### src/rtl/dac_sample_fifo_if.sv
// Valid/ready sample channel used on both sides of the DAC sample FIFO.
interface dac_sample_fifo_if #(parameter int DATA_W = 16);
  logic              valid;
  logic              ready;
  logic [DATA_W-1:0] data;

  modport master (output valid, output data, input ready);
  modport slave  (input valid, input data, output ready);
endinterface

### src/rtl/dac_sample_fifo.sv
// FWFT sample FIFO feeding the AD5541A driver, with a prefill gate that re-arms on underrun.
// Define DAC_FIFO_UNDERRUN_CNT_EN to add the saturating underrun_cnt port and counter.
module dac_sample_fifo #(
  parameter int DEPTH   = 16,
  parameter int PREFILL = 8,
  parameter int DATA_W  = 16
) (
  input  logic                     mclk,
  input  logic                     rst_n,
  input  logic                     en,
  dac_sample_fifo_if.slave         s_axis,
  dac_sample_fifo_if.master        m_axis,
  output logic [$clog2(DEPTH):0]   level,
  output logic                     underrun
`ifdef DAC_FIFO_UNDERRUN_CNT_EN
  ,
  output logic [15:0]              underrun_cnt
`endif
);

  localparam int AW = $clog2(DEPTH);
  localparam int LW = AW + 1;
  localparam logic [LW-1:0] FULL_LEVEL    = LW'(DEPTH);
  localparam logic [LW-1:0] PREFILL_LEVEL = LW'(PREFILL);

  typedef enum logic {FILL, RUN} state_t;

  state_t            state;
  state_t            state_next;
  logic [DATA_W-1:0] mem [DEPTH];
  logic [AW-1:0]     wr_ptr;
  logic [AW-1:0]     rd_ptr;
  logic              full;
  logic              empty;
  logic              push;
  logic              pop;
  logic              underrun_det;

  assign full  = (level == FULL_LEVEL);
  assign empty = (level == '0);

  // Ready is held low while in reset so nothing lands in the cycle reset is asserted.
  assign s_axis.ready = rst_n && !full;
  assign push         = s_axis.valid && s_axis.ready;
  assign m_axis.valid = (state == RUN) && !empty;
  assign pop          = m_axis.valid && m_axis.ready;
  assign m_axis.data  = mem[rd_ptr];

  always_comb begin
    state_next   = state;
    underrun_det = 1'b0;
    case (state)
      FILL: begin
        if (en && level >= PREFILL_LEVEL) state_next = RUN;
      end
      RUN: begin
        if (m_axis.ready && empty) begin
          underrun_det = 1'b1;
          state_next   = FILL;
        end else if (!en) begin
          state_next = FILL;
        end
      end
      default: state_next = FILL;
    endcase
  end

  always_ff @(posedge mclk or negedge rst_n) begin
    if (!rst_n) begin
      state    <= FILL;
      wr_ptr   <= '0;
      rd_ptr   <= '0;
      level    <= '0;
      underrun <= 1'b0;
    end else begin
      state    <= state_next;
      underrun <= underrun_det;
      if (push) wr_ptr <= wr_ptr + 1'b1;
      if (pop)  rd_ptr <= rd_ptr + 1'b1;
      if (push && !pop)      level <= level + 1'b1;
      else if (pop && !push) level <= level - 1'b1;
    end
  end

  // Sample storage is deliberately left out of reset.
  always_ff @(posedge mclk) begin
    if (push) mem[wr_ptr] <= s_axis.data;
  end

`ifdef DAC_FIFO_UNDERRUN_CNT_EN
  always_ff @(posedge mclk or negedge rst_n) begin
    if (!rst_n) begin
      underrun_cnt <= '0;
    end else if (underrun_det && underrun_cnt != 16'hFFFF) begin
      underrun_cnt <= underrun_cnt + 1'b1;
    end
  end
`endif

endmodule
### src/flat_wrapper.sv
// flat-port wrapper written by rule: the top's interface ports become plain ports
module dac_sample_fifo_flat 
#(
  parameter int DEPTH   = 16,
  parameter int PREFILL = 8,
  parameter int DATA_W  = 16
)
  (mclk, rst_n, en, level, underrun, s_axis_valid, s_axis_data, s_axis_ready, m_axis_valid, m_axis_data, m_axis_ready);
  dac_sample_fifo_if #(.DATA_W(DATA_W)) s_axis_i ();
  dac_sample_fifo_if #(.DATA_W(DATA_W)) m_axis_i ();
  input  logic mclk;
  input  logic rst_n;
  input  logic en;
  output logic [$clog2(DEPTH):0] level;
  output logic underrun;
  input wire logic [$bits(s_axis_i.valid)-1:0] s_axis_valid;
  input wire logic [$bits(s_axis_i.data)-1:0] s_axis_data;
  output wire logic [$bits(s_axis_i.ready)-1:0] s_axis_ready;
  output wire logic [$bits(m_axis_i.valid)-1:0] m_axis_valid;
  output wire logic [$bits(m_axis_i.data)-1:0] m_axis_data;
  input wire logic [$bits(m_axis_i.ready)-1:0] m_axis_ready;
  assign s_axis_i.valid = s_axis_valid;
  assign s_axis_i.data = s_axis_data;
  assign s_axis_ready = s_axis_i.ready;
  assign m_axis_valid = m_axis_i.valid;
  assign m_axis_data = m_axis_i.data;
  assign m_axis_i.ready = m_axis_ready;
  dac_sample_fifo #(.DEPTH(DEPTH), .PREFILL(PREFILL), .DATA_W(DATA_W)) u_core (.mclk(mclk), .rst_n(rst_n), .en(en), .s_axis(s_axis_i), .m_axis(m_axis_i), .level(level), .underrun(underrun));
endmodule
### config.mk
export PLATFORM = sky130hd
export DESIGN_NAME = dac_sample_fifo_flat
export DESIGN_NICKNAME = d
export VERILOG_FILES = /design/src/rtl/dac_sample_fifo_if.sv /design/src/rtl/dac_sample_fifo.sv /design/src/flat_wrapper.sv
export SDC_FILE = /design/constraint.sdc
export NUM_CORES = 1
export LEC_CHECK = 0
export CORE_ASPECT_RATIO = 0.75
export CORE_UTILIZATION = 45
export DETAILED_ROUTE_END_ITERATION = 8
export PLACE_DENSITY = 0.64
export SLEW_MARGIN = 20
export SYNTH_ARGS = -nofsm -noshare
export SYNTH_HDL_FRONTEND = slang
export SYNTH_SLANG_ARGS = --single-unit
### constraint.sdc
create_clock -name mclk -period 2.5 [get_ports mclk]
set_input_delay 0.5 -clock mclk [delete_from_list [all_inputs] [get_ports mclk]]
set_output_delay 0.5 -clock mclk [all_outputs]
set_load 0.005 [all_outputs]
Word-level counts from Yosys, hierarchy flattened
Memory sizes are Yosys's and may differ from the RTL's.
Cells that the tools add are included.
W data, S select, Z words.
{"block": "totals", "regBits": 15, "output_inout_bits": 24, "word_cells": 37, "input_bits": 21, "mem_bits_rw": 256, "memories": 1}
{"block": "op_classes", "n_mux": 10, "n_reduce_logical": 14, "add_sub_neg": 4, "magnitude_cmp": 1, "bitwise_logic": 1, "n_eq_ne": 1}
{"name": "u_core.mem", "depth": 16, "word_bits": 16, "read_ports": 1, "rd_ports_with_merged_regs": 0, "write_ports": 1, "line": "dac_sample_fifo.sv:30", "text": "logic [DATA_W-1:0] mem [DEPTH];"}
{"op": "$mux W5", "n": 2}
{"op": "$add A4 B1 Y4 const B", "n": 2}
{"op": "$logic_and A1 B1 Y1", "n": 8}
{"op": "$mux W1", "n": 7}
{"op": "$add A5 B1 Y5 const B", "n": 1}
{"op": "$eq A5 B5 Y1 const B", "n": 1}
{"op": "$ge A5 B4 Y1 const B", "n": 1}
{"op": "$logic_not A5 Y1", "n": 1}
{"op": "$sub A5 B1 Y5 const B", "n": 1}
{"op": "$logic_not A1 Y1", "n": 4}
{"op": "$pmux W1 S2", "n": 1}
{"op": "$reduce_bool A2 Y1", "n": 1}
{"op": "$not A1 Y1", "n": 1}

Logic depth before layout (Yosys ltp)
{"block": "logic_depth", "ltp_word": 8, "depth_mapped": 11}

Least setup slack after synthesis
Ideal clock, no wire load.
{"block": "synth_timing", "path_type": "register to register", "from": "register u_core.level[1]", "to": "register u_core.level[4]", "period_less_slack_ps": 2634, "t_arrival_ps": 2554, "slack_ps": -134, "setup_time_ps": 80, "required_ps": 2420, "stages_incl_launch_ff": 12, "cell_sequence": "dfrtp_1 -> or3_4 -> or3_4 -> nor2b_4 -> inv_1 -> ha_1 -> inv_1 -> ha_1 -> a21o_1 -> a21oi_1 -> mux2i_1 -> xnor2_1"}
{"block": "synth_between", "elab_chain_cells": 7, "elab_cells_between_ends": 17, "cone_classes": "2 x add/sub; 1 x eq/ne; 2 x mux; 12 x reduce/logical"}
{"element": "from (decl)", "line": "dac_sample_fifo.sv:13", "text": "output logic [$clog2(DEPTH):0] level,"}
{"element": "from (signal assigned)", "line": "dac_sample_fifo.sv:80", "text": "if (push && !pop) level <= level + 1'b1;"}
{"element": "from (signal assigned)", "line": "dac_sample_fifo.sv:81", "text": "else if (pop && !push) level <= level - 1'b1;"}
{"element": "branches (longest 7 deep; another with $sub A5 B1 Y5)"}
Parallel ways; which one is timed is not known. The select of a mux whose other input is x is not followed.
A chain may end at the register's enable or synchronous reset.

Worst setup path after layout
{"block": "layout_timing", "from": "register u_core.rd_ptr[0]", "to": "output port m_axis_data[4]"}
{"block": "layout_between", "elab_chain_cells": 1}
{"element": "from (decl)", "line": "dac_sample_fifo.sv:32", "text": "logic [AW-1:0] rd_ptr;"}
{"element": "from (signal assigned)", "line": "dac_sample_fifo.sv:79", "text": "if (pop) rd_ptr <= rd_ptr + 1'b1;"}
{"element": "$mem_v2 Z16 W16"}
{"element": "to (decl)", "line": "flat_wrapper.sv:20", "text": "output wire logic [$bits(m_axis_i.data)-1:0] m_axis_data;"}
No other way between the ends.

==> results.md <==
Outcome
- **status** finished, violations left
- **failing checks** negative setup slack

Synth
- **mean cell area of the mapped netlist** 19.2 sq um
- **Seq cells post-synth** 271
- **count of flip-flops with a built-in enable after synthesis** 256
- **share of the yosys chip area belonging to registers** 0.751
- **share of Yosys cell area claimed by the top area cell type** 0.716
- **Yosys cell types** 36
- **top area cells in the synthesized netlist** sky130_fd_sc_hd__edfxtp_1 (72%), sky130_fd_sc_hd__mux4_2 (6.7%), sky130_fd_sc_hd__mux2i_1 (6.1%)
- **synthesized netlist net count** 592
- **number of cells produced by synthesis** 560
- **Netlist Area Pre-Place** 10,700 sq um
- **most used flip-flop cell after synthesis** sky130_fd_sc_hd__edfxtp_1
- **library cell with the highest instance count after synthesis** sky130_fd_sc_hd__edfxtp_1
- **Synth area leader** sky130_fd_sc_hd__edfxtp_1
- **Synth top cells by count** sky130_fd_sc_hd__edfxtp_1 (256), sky130_fd_sc_hd__mux2i_1 (65), sky130_fd_sc_hd__a221oi_1 (32), sky130_fd_sc_hd__mux4_2 (32), sky130_fd_sc_hd__nand2_1 (24)
- **Yosys warnings** 0
- **ys async rst share** 0.0554

Routing
- **count of antenna-violating nets left after detailed routing** 0
- **Pre-Repair DR Iteration Count** 4
- **via count** 5,758
- **DRC violation total after the first TritonRoute iteration** 450
- **detailed-route vias per instance** 5.64
- **wire length per cell** 23.3 um
- **DRT Wirelength** 23.8 mm
- **DRC errors left** 0

Clock tree
- **CTS tree** done
- **clock latency at the later pin of the worst-skew pair** 0.52 ns
- **clock transition time at the flip-flop clock pins of the worst setup and hold paths** 0.06 ns
- **clk sinks** 271
- **CTS Buf Count** 26
- **number of levels in the clock H-tree** 1
- **Clock Tree Buf Depth** 3
- **hold buffers post-CTS** 0
- **CTS Root Buffer Type** sky130_fd_sc_hd__clkbuf_16

Finish
- **fin area** 13,500 sq um
- **number of antenna repair diodes** 0
- **layout-stage area growth over the synthesis result** 26.0%
- **count of non-filler cells in the finished layout** 1,021
- **nets** 734
- **share of layout cells above drive strength 1** 0.334
- **number of filler cells placed in the layout** 1,719

Global routing
- **grt total ovfl** 0
- **global-route track usage on met2** 0.312
- **wire length of the first global-routing pass** 35.4 mm
- **grt met1 use** 0.287
- **largest net degree at the start of global routing** 31
- **vias in the first global route** 5,811
- **antenna violations before repair** 0
- **total track usage** 0.195
- **met3 capacity usage during global routing** 0.0280
- **global-route layer with the greatest usage** met2

Worst setup path
- **required time reported for the critical path endpoint** 2.00 ns
- **startpoint of the most critical register-to-register path** u_core.level[1]
- **Worst EP arrival** 2.40 ns
- **destination of the worst register-to-register timing path** u_core.level[4]
- **crit path kind** flip-flop to output pin
- **worst-case register-to-register setup slack** 0.02 ns
- **largest fanout of any net on the critical path** 7
- **CP endpoint kind** output pin
- **startpoint type of the worst setup path** flip-flop
- **number of cell instances on the worst register-to-register path** 12

Floorplanning
- **count of pins on the block boundary** 45
- **Core Region** 23,200 sq um
- **overall die area** 24,500 sq um
- **die extent in x** 180 um
- **site row count** 48
- **height of the die** 136 um
- **starting density of the core** 0.463

STA
- **final period demand of the worst path** 2.90 ns
- **transition at the pin with the smallest max-transition slack** 0.570 ns
- **setup repair after global routing missed its margin** true
- **setup TNS after final layout** -4.61 ns
- **post-route worst setup slack** -0.401 ns
- **Clock Skew** 0.0107 ns
- **Final Cycle Share** 1.16
- **setup violators final** 16
- **fin. max-slew vios** 0
- **number of hold-slack violations in the final timing report** 0
- **normalized max-slew margin** 0.619
- **f_max** 345 MHz

Place
- **Post-DP Area** 12,100 sq um
- **final RePlAce weighted congestion** 0.753
- **count of port buffers added during placement** 44
- **DP Wirelength** 14.2 mm
- **Inst Count DP** 941

Worst hold path
- **Worst Hold Class** input port to asynchronous set/reset pin

Run
- **Max-Cap Viols** 0

Pwr
- **worst ir drop on vdd** 0.611 mV
- **leakage power of the design** 4.81 nW
- **Design Power** 0.0149 W
- **PwrDens** 1100 nW/um^2

timing repair:
item,CTS,global route
buffers inserted,3,26
cloned,1,4
pin swaps,11,53
gates resized for setup,60,76
setup endpoints to repair,20,19
worst max-delay path: stages, from the launching register on:
cell,delay (ns)
sky130_fd_sc_hd__dfrtp_4,0.51
sky130_fd_sc_hd__buf_6,0.16
sky130_fd_sc_hd__buf_6,0.11
sky130_fd_sc_hd__clkbuf_16,0.15
sky130_fd_sc_hd__buf_6,0.11
sky130_fd_sc_hd__mux4_2,0.44
sky130_fd_sc_hd__a22oi_2,0.16
sky130_fd_sc_hd__nand2_1,0.10
sky130_fd_sc_hd__buf_2,0.14
worst max path at each step:
stage / cells past startpoint / slack (ns) / end / startpoint
final: 8 / -0.40 / m_axis_data[4] / u_core.rd_ptr[0]
after CTS: 5 / -0.62 / m_axis_data[14] / u_core.rd_ptr[0]
after global routing: 8 / -0.48 / m_axis_data[4] / u_core.rd_ptr[0]
after detailed placement: 6 / -0.18 / m_axis_data[8] / u_core.rd_ptr[0]
after global placement: 6 / -0.17 / m_axis_data[8] / u_core.rd_ptr[0]
after floorplan: 11 / -0.01 / u_core.level[4] / u_core.level[2]
routing by layer:
metal / vias to the layer above / routed length [um]
met5: - / 0
met2: 138 / 11200
met1: 3024 / 11200
met4: 0 / 305
li1: 2567 / -
met3: 29 / 1010
cells in the final DEF (no fill, tap or decap), types with 3 or more instances in the layout:
| cell type | instances |
|---|---|
| sky130_fd_sc_hd__a221oi_2 | 30 |
| sky130_fd_sc_hd__a22oi_1 | 6 |
| sky130_fd_sc_hd__a22oi_2 | 10 |
| sky130_fd_sc_hd__and2_1 | 17 |
| sky130_fd_sc_hd__buf_12 | 15 |
| sky130_fd_sc_hd__buf_2 | 4 |
| sky130_fd_sc_hd__buf_4 | 69 |
| sky130_fd_sc_hd__buf_6 | 11 |
| sky130_fd_sc_hd__clkbuf_1 | 6 |
| sky130_fd_sc_hd__clkbuf_16 | 30 |
| sky130_fd_sc_hd__clkbuf_2 | 9 |
| sky130_fd_sc_hd__clkdlybuf4s50_1 | 26 |
| sky130_fd_sc_hd__clkinv_1 | 8 |
| sky130_fd_sc_hd__clkinv_2 | 3 |
| sky130_fd_sc_hd__dfrtp_1 | 13 |
| sky130_fd_sc_hd__dlymetal6s2s_1 | 3 |
| sky130_fd_sc_hd__edfxtp_1 | 256 |
| sky130_fd_sc_hd__ha_1 | 6 |
| sky130_fd_sc_hd__ha_4 | 4 |
| sky130_fd_sc_hd__inv_1 | 7 |
| sky130_fd_sc_hd__mux2i_1 | 63 |
| sky130_fd_sc_hd__mux4_2 | 32 |
| sky130_fd_sc_hd__nand2_1 | 24 |
| sky130_fd_sc_hd__nor2_1 | 4 |
| sky130_fd_sc_hd__o21ai_0 | 5 |
| sky130_fd_sc_hd__o21ai_1 | 15 |
| sky130_fd_sc_hd__xnor2_1 | 8 |
report_power, final:
part           switching [W]  internal (W)  total [W]
Combinational        0.00281       0.00295    0.00576
Sequential          0.000175       0.00531    0.00548
Clock                0.00159       0.00208    0.00367
Total                0.00458        0.0103     0.0149
cells by family (layout without fill, tap and decap cells):
logic type / Yosys count / after routing / share of synthesized area
AOI/OAI and AO/OA: 73 / 73 / 0.0506
xor gates and xnor gates: 10 / 10 / 0.00816
adders and majority gates: 11 / 11 / 0.0135
buffers and inverters: 39 / 200 / 0.0175
DFF: 271 / 271 / 0.751
muxes: 98 / 98 / 0.129
and+or+nand+nor: 58 / 58 / 0.0298
per-stage QoR:
| step | setup slack, ns | hold WS [ns] | utilization |
|---|---|---|---|
| final | -0.401 | 0.389 | 0.583 |
| after global placement | -0.173 | 0.515 | 0.521 |
| after global routing | -0.478 | 0.423 | 0.583 |
| after CTS | -0.617 | 0.383 | 0.564 |
| after detailed placement | -0.179 | 0.533 | 0.521 |
| after floorplan | -0.0147 | 0.204 | - |
registers in the layout, summed over array words and instances (netlist names):
signal           count
u_core.mem         256
u_core.level         5
u_core.rd_ptr        4
u_core.wr_ptr        4
u_core.state         1
u_core.underrun      1
cell type report:
| type | count | area, sq um | share of cell area |
|---|---|---|---|
| clock buffer | 33 | 698 | 0.0516 |
| clock inverter | 14 | 95.1 | 0.00703 |
| inverter | 10 | 45.0 | 0.00333 |
| multi-input combinational | 250 | 2790 | 0.206 |
| sequential | 271 | 8070 | 0.597 |
| tap | 300 | 375 | 0.0278 |
| timing repair buffer | 143 | 1450 | 0.107 |
Note: power is estimated with default switching activity, not from simulation.
